File: config.mk
export PLATFORM = sky130hd
export DESIGN_NAME = estagio_busca
export DESIGN_NICKNAME = d
export VERILOG_FILES = /design/src/rtl/estagio_busca.sv
export SDC_FILE = /design/constraint.sdc
export NUM_CORES = 1
export LEC_CHECK = 0
export CAP_MARGIN = 10
export CORE_AREA = 2 2 114 116
export CTS_CLUSTER_DIAMETER = 150
export DETAILED_ROUTE_END_ITERATION = 8
export DIE_AREA = 0 0 116 118
export PLACE_DENSITY = 0.85
export SLEW_MARGIN = 20
export SYNTH_ARGS = -nofsm -noshare
export SYNTH_HDL_FRONTEND = slang
export SYNTH_SLANG_ARGS = --single-unit
export TNS_END_PERCENT = 1
File: constraint.sdc
create_clock -name clk -period 3.06 [get_ports clk]
set_input_delay 0.459 -clock clk [delete_from_list [all_inputs] [get_ports clk]]
set_output_delay 0.459 -clock clk [all_outputs]
set_load 0.05 [all_outputs]
File: src/rtl/estagio_busca.sv
// Instruction-fetch stage with IF/ID pipeline register.
// Keeps the PC, fetches one word at a time over a req/ack handshake, and presents the
// latched instruction, its opcode field and PC+4 to decode. Taken beq redirects the PC.
// Optional feature: define ESTAGIO_BUSCA_JUMP_EN to add the jmp/jmp_idx redirect inputs.
module estagio_busca #(
    parameter int unsigned        ADDR_W   = 32,
    parameter logic [ADDR_W-1:0]  RESET_PC = '0
) (
    input  logic              clk,
    input  logic              rst,
    output logic              imem_req,
    output logic [ADDR_W-1:0] imem_addr,
    input  logic              imem_ack,
    input  logic [31:0]       imem_rdata,
    input  logic              stall,
    input  logic              br_taken,
    input  logic [15:0]       br_imm,
`ifdef ESTAGIO_BUSCA_JUMP_EN
    input  logic              jmp,
    input  logic [25:0]       jmp_idx,
`endif
    output logic [31:0]       if_instr,
    output logic [5:0]        if_opcode,
    output logic [ADDR_W-1:0] if_pc4,
    output logic              if_valid
);

    typedef enum logic [1:0] {StFetch, StWait, StHold, StDiscard} state_e;

    state_e            state_q, state_d;
    logic [ADDR_W-1:0] pc_q, pc_d;
    logic [31:0]       instr_q, instr_d;
    logic [ADDR_W-1:0] pc4_q, pc4_d;
    logic              valid_q, valid_d;

    logic              redirect;
    logic [ADDR_W-1:0] redir_target;
    logic [ADDR_W-1:0] br_target;
    logic              accept;

    // Branch target is relative to PC+4 of the instruction in IF/ID; wrap-around is silent.
    always_comb begin
        br_target = pc4_q + ({{(ADDR_W-16){br_imm[15]}}, br_imm} << 2);
    end

`ifdef ESTAGIO_BUSCA_JUMP_EN
    logic [ADDR_W-1:0] jmp_target;

    // Jump keeps the upper PC+4 bits and replaces the low 28 with the word index; beq wins.
    always_comb begin
        jmp_target       = pc4_q;
        jmp_target[27:0] = {jmp_idx, 2'b00};
        redirect         = br_taken | jmp;
        redir_target     = br_taken ? br_target : jmp_target;
    end
`else
    // Only beq can redirect in this build.
    always_comb begin
        redirect     = br_taken;
        redir_target = br_target;
    end
`endif

    // A returned word is only taken in WAIT and only when no redirect kills it.
    always_comb begin
        accept = (state_q == StWait) && imem_ack && !redirect;
    end

    // State register.
    always_ff @(posedge clk) begin
        if (rst) begin
            state_q <= StFetch;
        end else begin
            state_q <= state_d;
        end
    end

    // Next-state logic; redirect beats stall.
    always_comb begin
        state_d = state_q;
        unique case (state_q)
            StFetch: begin
                state_d = redirect ? StFetch : StWait;
            end
            StWait: begin
                if (redirect) begin
                    // Without an ack the request is still in flight and its ack must be dropped.
                    state_d = imem_ack ? StFetch : StDiscard;
                end else if (imem_ack) begin
                    state_d = stall ? StHold : StFetch;
                end
            end
            StHold: begin
                if (redirect || !stall) begin
                    state_d = StFetch;
                end
            end
            StDiscard: begin
                // A redirect here only moves the PC; the stale ack still has to be swallowed.
                if (imem_ack) begin
                    state_d = StFetch;
                end
            end
            default: state_d = StFetch;
        endcase
    end

    // Output logic; a redirect in FETCH withholds the request so only one is ever outstanding.
    always_comb begin
        imem_req  = (state_q == StFetch) && !redirect && !rst;
        imem_addr = pc_q;
        if_instr  = instr_q;
        if_opcode = instr_q[31:26];
        if_pc4    = pc4_q;
        if_valid  = valid_q;
    end

    // PC and IF/ID next values: change only on redirect or accepted ack.
    always_comb begin
        pc_d    = pc_q;
        instr_d = instr_q;
        pc4_d   = pc4_q;
        valid_d = valid_q;
        if (redirect) begin
            pc_d    = redir_target;
            instr_d = '0;
            valid_d = 1'b0;
        end else if (accept) begin
            pc_d    = pc_q + ADDR_W'(4);
            instr_d = imem_rdata;
            pc4_d   = pc_q + ADDR_W'(4);
            valid_d = 1'b1;
        end
    end

    // PC and IF/ID registers; low address bits forced to zero so every fetch is word-aligned.
    always_ff @(posedge clk) begin
        if (rst) begin
            pc_q    <= {RESET_PC[ADDR_W-1:2], 2'b00};
            instr_q <= '0;
            pc4_q   <= '0;
            valid_q <= 1'b0;
        end else begin
            pc_q    <= pc_d;
            instr_q <= instr_d;
            pc4_q   <= pc4_d;
            valid_q <= valid_d;
        end
    end

endmodule
# Word-level counts from Yosys, hierarchy flattened

Cells that the tools add are included.
Widths: inputs -> output; s select.

Output and inout bits: 104
Logic and storage cells: 37
Bits of input ports: 53
Flip-flop bits (word level): 99

Bitwise logic cells: 1
Reduce and logical (&&, ||, !) cells: 13
Add/subtract/negate cells: 2
Multiplexer cells: 10
Eq/ne operators: 6

Operators with widths:

| cell                  | number |
|---|---|
| $mux 32               | 2 |
| $add 32x3->32 const B | 1 |
| $add 32x32->32        | 1 |
| $mux 2                | 6 |
| $pmux 2 s4            | 1 |
| $eq 2x2->1 const B    | 2 |
| $logic_and 1x1->1     | 4 |
| $ne 2x2->1 const B    | 2 |
| $logic_not 1->1       | 3 |
| $ne 3x3->1 const B    | 1 |
| $reduce_and 3->1      | 1 |
| $eq 2x1->1 const B    | 1 |
| $logic_not 2->1       | 1 |
| $reduce_and 2->1      | 1 |
| $reduce_bool 2->1     | 1 |
| $reduce_or 2->1       | 1 |
| $logic_or 1x1->1      | 1 |
| $mux 1                | 1 |
| $not 1->1             | 1 |

# Longest topological paths before layout

Depth in word-level cells: 5
Gate-level depth with buffers: 9
Depth with buffers taken out: 9

# Worst setup path after synthesis

Ideal clock, no wire load.

Path type: reg-to-reg
Start: register pc4_q[2] (netlist: if_pc4[2])
End: register pc_q[30] (netlist: imem_addr[30])
Arrival: 2.588 ns
Buffers on the path: 0
Period minus slack after synthesis: 2.667 ns
Setup time: 0.079 ns
Path slack: 0.393 ns
Data required time: 2.981 ns
Stages on the path, launching flop included: 10
Path through: dfxtp_1 ha_1 fa_1 a21o_1 a221oi_2 a2111oi_4 nor3_2 a21oi_2 xnor2_1 a211oi_2

Longest elaborated chain between the ends: 2

Ends and longest elaborated chain:

| element                | RTL line | RTL |
|---|---|---|
| from (decl)            | 33       | `logic [ADDR_W-1:0] pc4_q, pc4_d;` |
| from (signal assigned) | 146      | `pc4_q <= pc4_d;` |
| $add 32x32->32         | 43       | `br_target = pc4_q + ({{(ADDR_W-16){br_imm[15]}}, br_imm} << 2);` |
| $mux 32                | 124      | `if (redirect) begin` |
| to (signal assigned)   | 139      | `pc_q <= {RESET_PC[ADDR_W-1:2], 2'b00};` |
| to (signal assigned)   | 144      | `pc_q <= pc_d;` |
| to (decl)              | 31       | `logic [ADDR_W-1:0] pc_q, pc_d;` |

No other way between the ends.
A chain may end at the register's enable or synchronous reset.

# Final worst setup path

Start: input br_imm[15]
End: register pc_q[27] (netlist: imem_addr[27])

Longest elaborated chain between the ends: 2

Ends and longest elaborated chain:

| element        | RTL line | RTL |
|---|---|---|
| from (decl)    | 17       | `input logic [15:0] br_imm,` |
| $add 32x32->32 | 43       |  |
| $mux 32        | 124      |  |

No other way between the ends.

==> reports/results.txt <==
sum of negative setup slack - 0 ns
Sink Count - 99
max-slew violations - 0
LEAKAGE - 2.89 nW
CP Depth - 10
final clock skew - 0.00649 ns
number of buffers created by CTS - 9
post-CTS resize count - 0
drt total wl - 18.4 mm
Synthesis Warnings - 0
Boundary Pins - 157
CTS tree - built
die area - 13700 µm²
outcome - finished, final reports clean
Row Count - 41
most used cell, CP - a21oi_1
final layout net count - 1019
die span in x - 116 µm
DR iter-0 viols - 507
synthesis-to-layout area growth - 34.2%
Post-Syn Area - 6120 µm²
initial antenna violation count - 0
clock tree buffer depth - 2
Die Y - 118 µm
Seq pwr share - 41.6%
Mapped Nets - 872
clock latency at the later pin of the worst-skew pair - 0.36 ns
dominant synthesized flop cell - dfxtp_1
final worst path period need - 2.77 ns
starting density of the core - 49.3%
post-synthesis cell count - 788
Crit Path Max Fanout - 10
Post-CTS Repair Setup Buffers - 0
dpl hpwl - 13.4 mm
Achievable Freq - 361 MHz
Fill cells - 1096
R2R Path End - imem_addr[27]
Yosys cell types - 59
diode count - 0
Pint - 2.31 mW
largest net degree at the start of global routing - 72
H-tree Lvls - 3
area leader, netlist - dfxtp_1
Async SR Flop Fraction - 0%
Crit Path Category - in2reg
R2R cell count - 9
sequential area share after synthesis - 32.4%
All-Layer GR Usage - 26.8%
CP endpoint kind - register
crit-path max cell delay - 0.61 ns
Hold WC Path Type - in2reg
combinational share of power - 23.7%
Post-route DRC - 0
global-route wire length before repair - 29.4 mm
Final Setup Violations - 0
WL/cell - 16.5 µm
DR vias - 6290
proportion of layout cells with a drive suffix above 1 - 7.23%
Detail Route Antenna Nets - 0
drt first pass iters - 5
worst reg2reg startpoint - if_pc4[2]
r2r setup slk - 0.54 ns
root buf cell - clkbuf_16
worst slew pin tran - 0.563 ns
crit path cell chain - clkdlybuf4s50_1 > buf_4 > ha_1 > a21oi_1 > o21ai_0 > o31ai_1 > a21oi_1 > a21oi_1 > xor2_1 > o22ai_1
grt total ovfl - 0
#FFs+latches synth - 99
crit path launch type - input pin
relative slew slack - 62.3%
Final Hold Fails - 0
Bufs and invs on worst path - 2
switch share - 32.3%
switching power - 1.10 mW
EDFF count, synth - 0
vias in the first global route - 5824
worst vdd ir - 0.000350 V
Area contributors post-synth - dfxtp_1 32%, nand2_1 7.7%, xnor2_1 6.6%
crit path from - br_imm[15]
CTS clk-pin slew, worst paths - 0.07 ns
Final Wtd Congestion - 0.968
final hold slack - 0.451 ns
fin crit share - 90.4%
Seq. cell area - 1980 µm²
Core Area - 12400 µm²
Via density - 5.66
PwrDens - 416 nW/µm²
footprint of the multi-input gates - 3870 µm²
Synth top area share - 32.4%
Post-Syn Area per Cell - 7.76 µm²
unrepaired setup endpoints after global routing - false
# port buffers - 156
cts hold-fix bufs - 0
CP arrival - 2.99 ns
CP max stage cell - clkdlybuf4s50_1
CP endpoint - imem_addr[27]
max-cap viol count - 0
delay-heaviest family, CP - compound AO/OA/AOI/OAI gates
Clock power frac - 34.7%
Data required, critical path - 3.29 ns
==> placed cells by master (no fill, tap or decap), types with 6 or more instances in the layout <==
master | netlist | routed
nor3_1 | 9 | 9
o211ai_1 | 6 | 6
and2_1 | 6 | 6
nand2b_1 | 6 | 6
clkdlybuf4s50_1 | 0 | 153
xor2_1 | 32 | 32
nand4_1 | 11 | 11
clkbuf_16 | 0 | 9
nor2b_1 | 6 | 6
xnor2_1 | 46 | 46
nand3_1 | 21 | 21
mux2i_1 | 6 | 6
o21ai_0 | 27 | 27
dfxtp_1 | 99 | 99
a211oi_1 | 41 | 41
buf_4 | 9 | 34
o22ai_1 | 8 | 8
nor2_1 | 97 | 96
a21o_1 | 8 | 8
o21bai_1 | 6 | 6
a21oi_1 | 74 | 74
inv_1 | 6 | 6
or3_1 | 7 | 7
ha_1 | 30 | 30
nand2_1 | 125 | 125
and3_1 | 6 | 6
==> power by group through the flow <==
stage	sequential, mW	clock (mW)	combinational (mW)
global placement	1.45	0	0.792
finish	1.42	1.18	0.810
detailed placement	1.45	0	0.799
CTS	1.42	1.19	0.805
global route	1.43	1.23	0.867
floorplan	1.60	0	0.356
==> area by class of cell <==
cell class	instances	share of cell area (%)
tap	172	2.62
inverter	6	0.274
clock buffer	10	2.79
sequential	99	24.2
clock inverter	6	0.869
timing repair buffer	190	22.1
multi-input combinational	629	47.2
==> registers in the layout, summed over array words and instances, names as in the netlist <==
signal     cells
if_instr      32
if_pc4        32
imem_addr     32
state_q        2
if_valid       1
==> synth_stat cells (10+ instances only) <==
| library cell | count |
|---|---|
| nand2_1 | 125 |
| dfxtp_1 | 99 |
| nor2_1 | 97 |
| a21oi_1 | 74 |
| xnor2_1 | 46 |
| a211oi_1 | 41 |
| clkbuf_1 | 33 |
| xor2_1 | 32 |
| ha_1 | 30 |
| o21ai_0 | 27 |
| nand3_1 | 21 |
| nand4_1 | 11 |
| buf_2 | 10 |
==> kinds of logic after synthesis <==
| kind of cell | Yosys count | share of synthesized area, % |
|---|---|---|
| adders and majority gates | 31 | 6.46 |
| xor gates and xnor gates | 78 | 11.2 |
| and+or+nand+nor | 312 | 23.1 |
| DFF | 99 | 32.4 |
| muxes | 6 | 0.982 |
| AOI/OAI and AO/OA | 202 | 21.4 |
| buffers and inverters | 60 | 4.44 |
==> how the worst min path moves through the flow <==
stage	cells past startpoint	slack [ns]	endpoint	startpoint
floorplan	2	0.47	state_q[1]	state_q[1]
global placement	2	0.44	if_instr[25]	if_instr[25]
detailed placement	2	0.45	if_instr[1]	if_instr[1]
CTS	2	0.44	if_pc4[2]	rst
global route	2	0.47	imem_addr[2]	rst
finish	2	0.45	if_pc4[2]	rst
==> worst reg2reg max path, delay by kind of cell (launching register included) <==
family,cells,cell delay (ns)
XOR/XNOR,1,0.24
flip-flops,1,0.34
AO/OA/AOI/OAI,6,1.47
buffers and inverters,1,0.14
adder cells (fa/ha/maj),1,0.21
==> metrics by stage <==
step	utilization [%]	power, mW	cells	setup WS, ns	instance area [µm²]
after floorplan	-	1.96	788	0.393	6120
after global placement	63.7	2.24	1096	0.00980	7910
after detailed placement	63.7	2.25	1096	0.00333	7910
after CTS	66.1	3.41	1112	0.358	8210
after global routing	66.1	3.53	1112	0.119	8210
final	66.1	3.41	1112	0.293	8210
==> routing by layer <==
layer / vias up / GRT usage, % / share of wire, %
met4: 0 / 10.9 / 2.6
li1: 3053 / - / -
met3: 37 / 3.86 / 5.9
met1: 2953 / 35.7 / 44
met5: - / 0 / 0
met2: 247 / 43.2 / 48
Note: power is estimated with default switching activity, not from simulation.
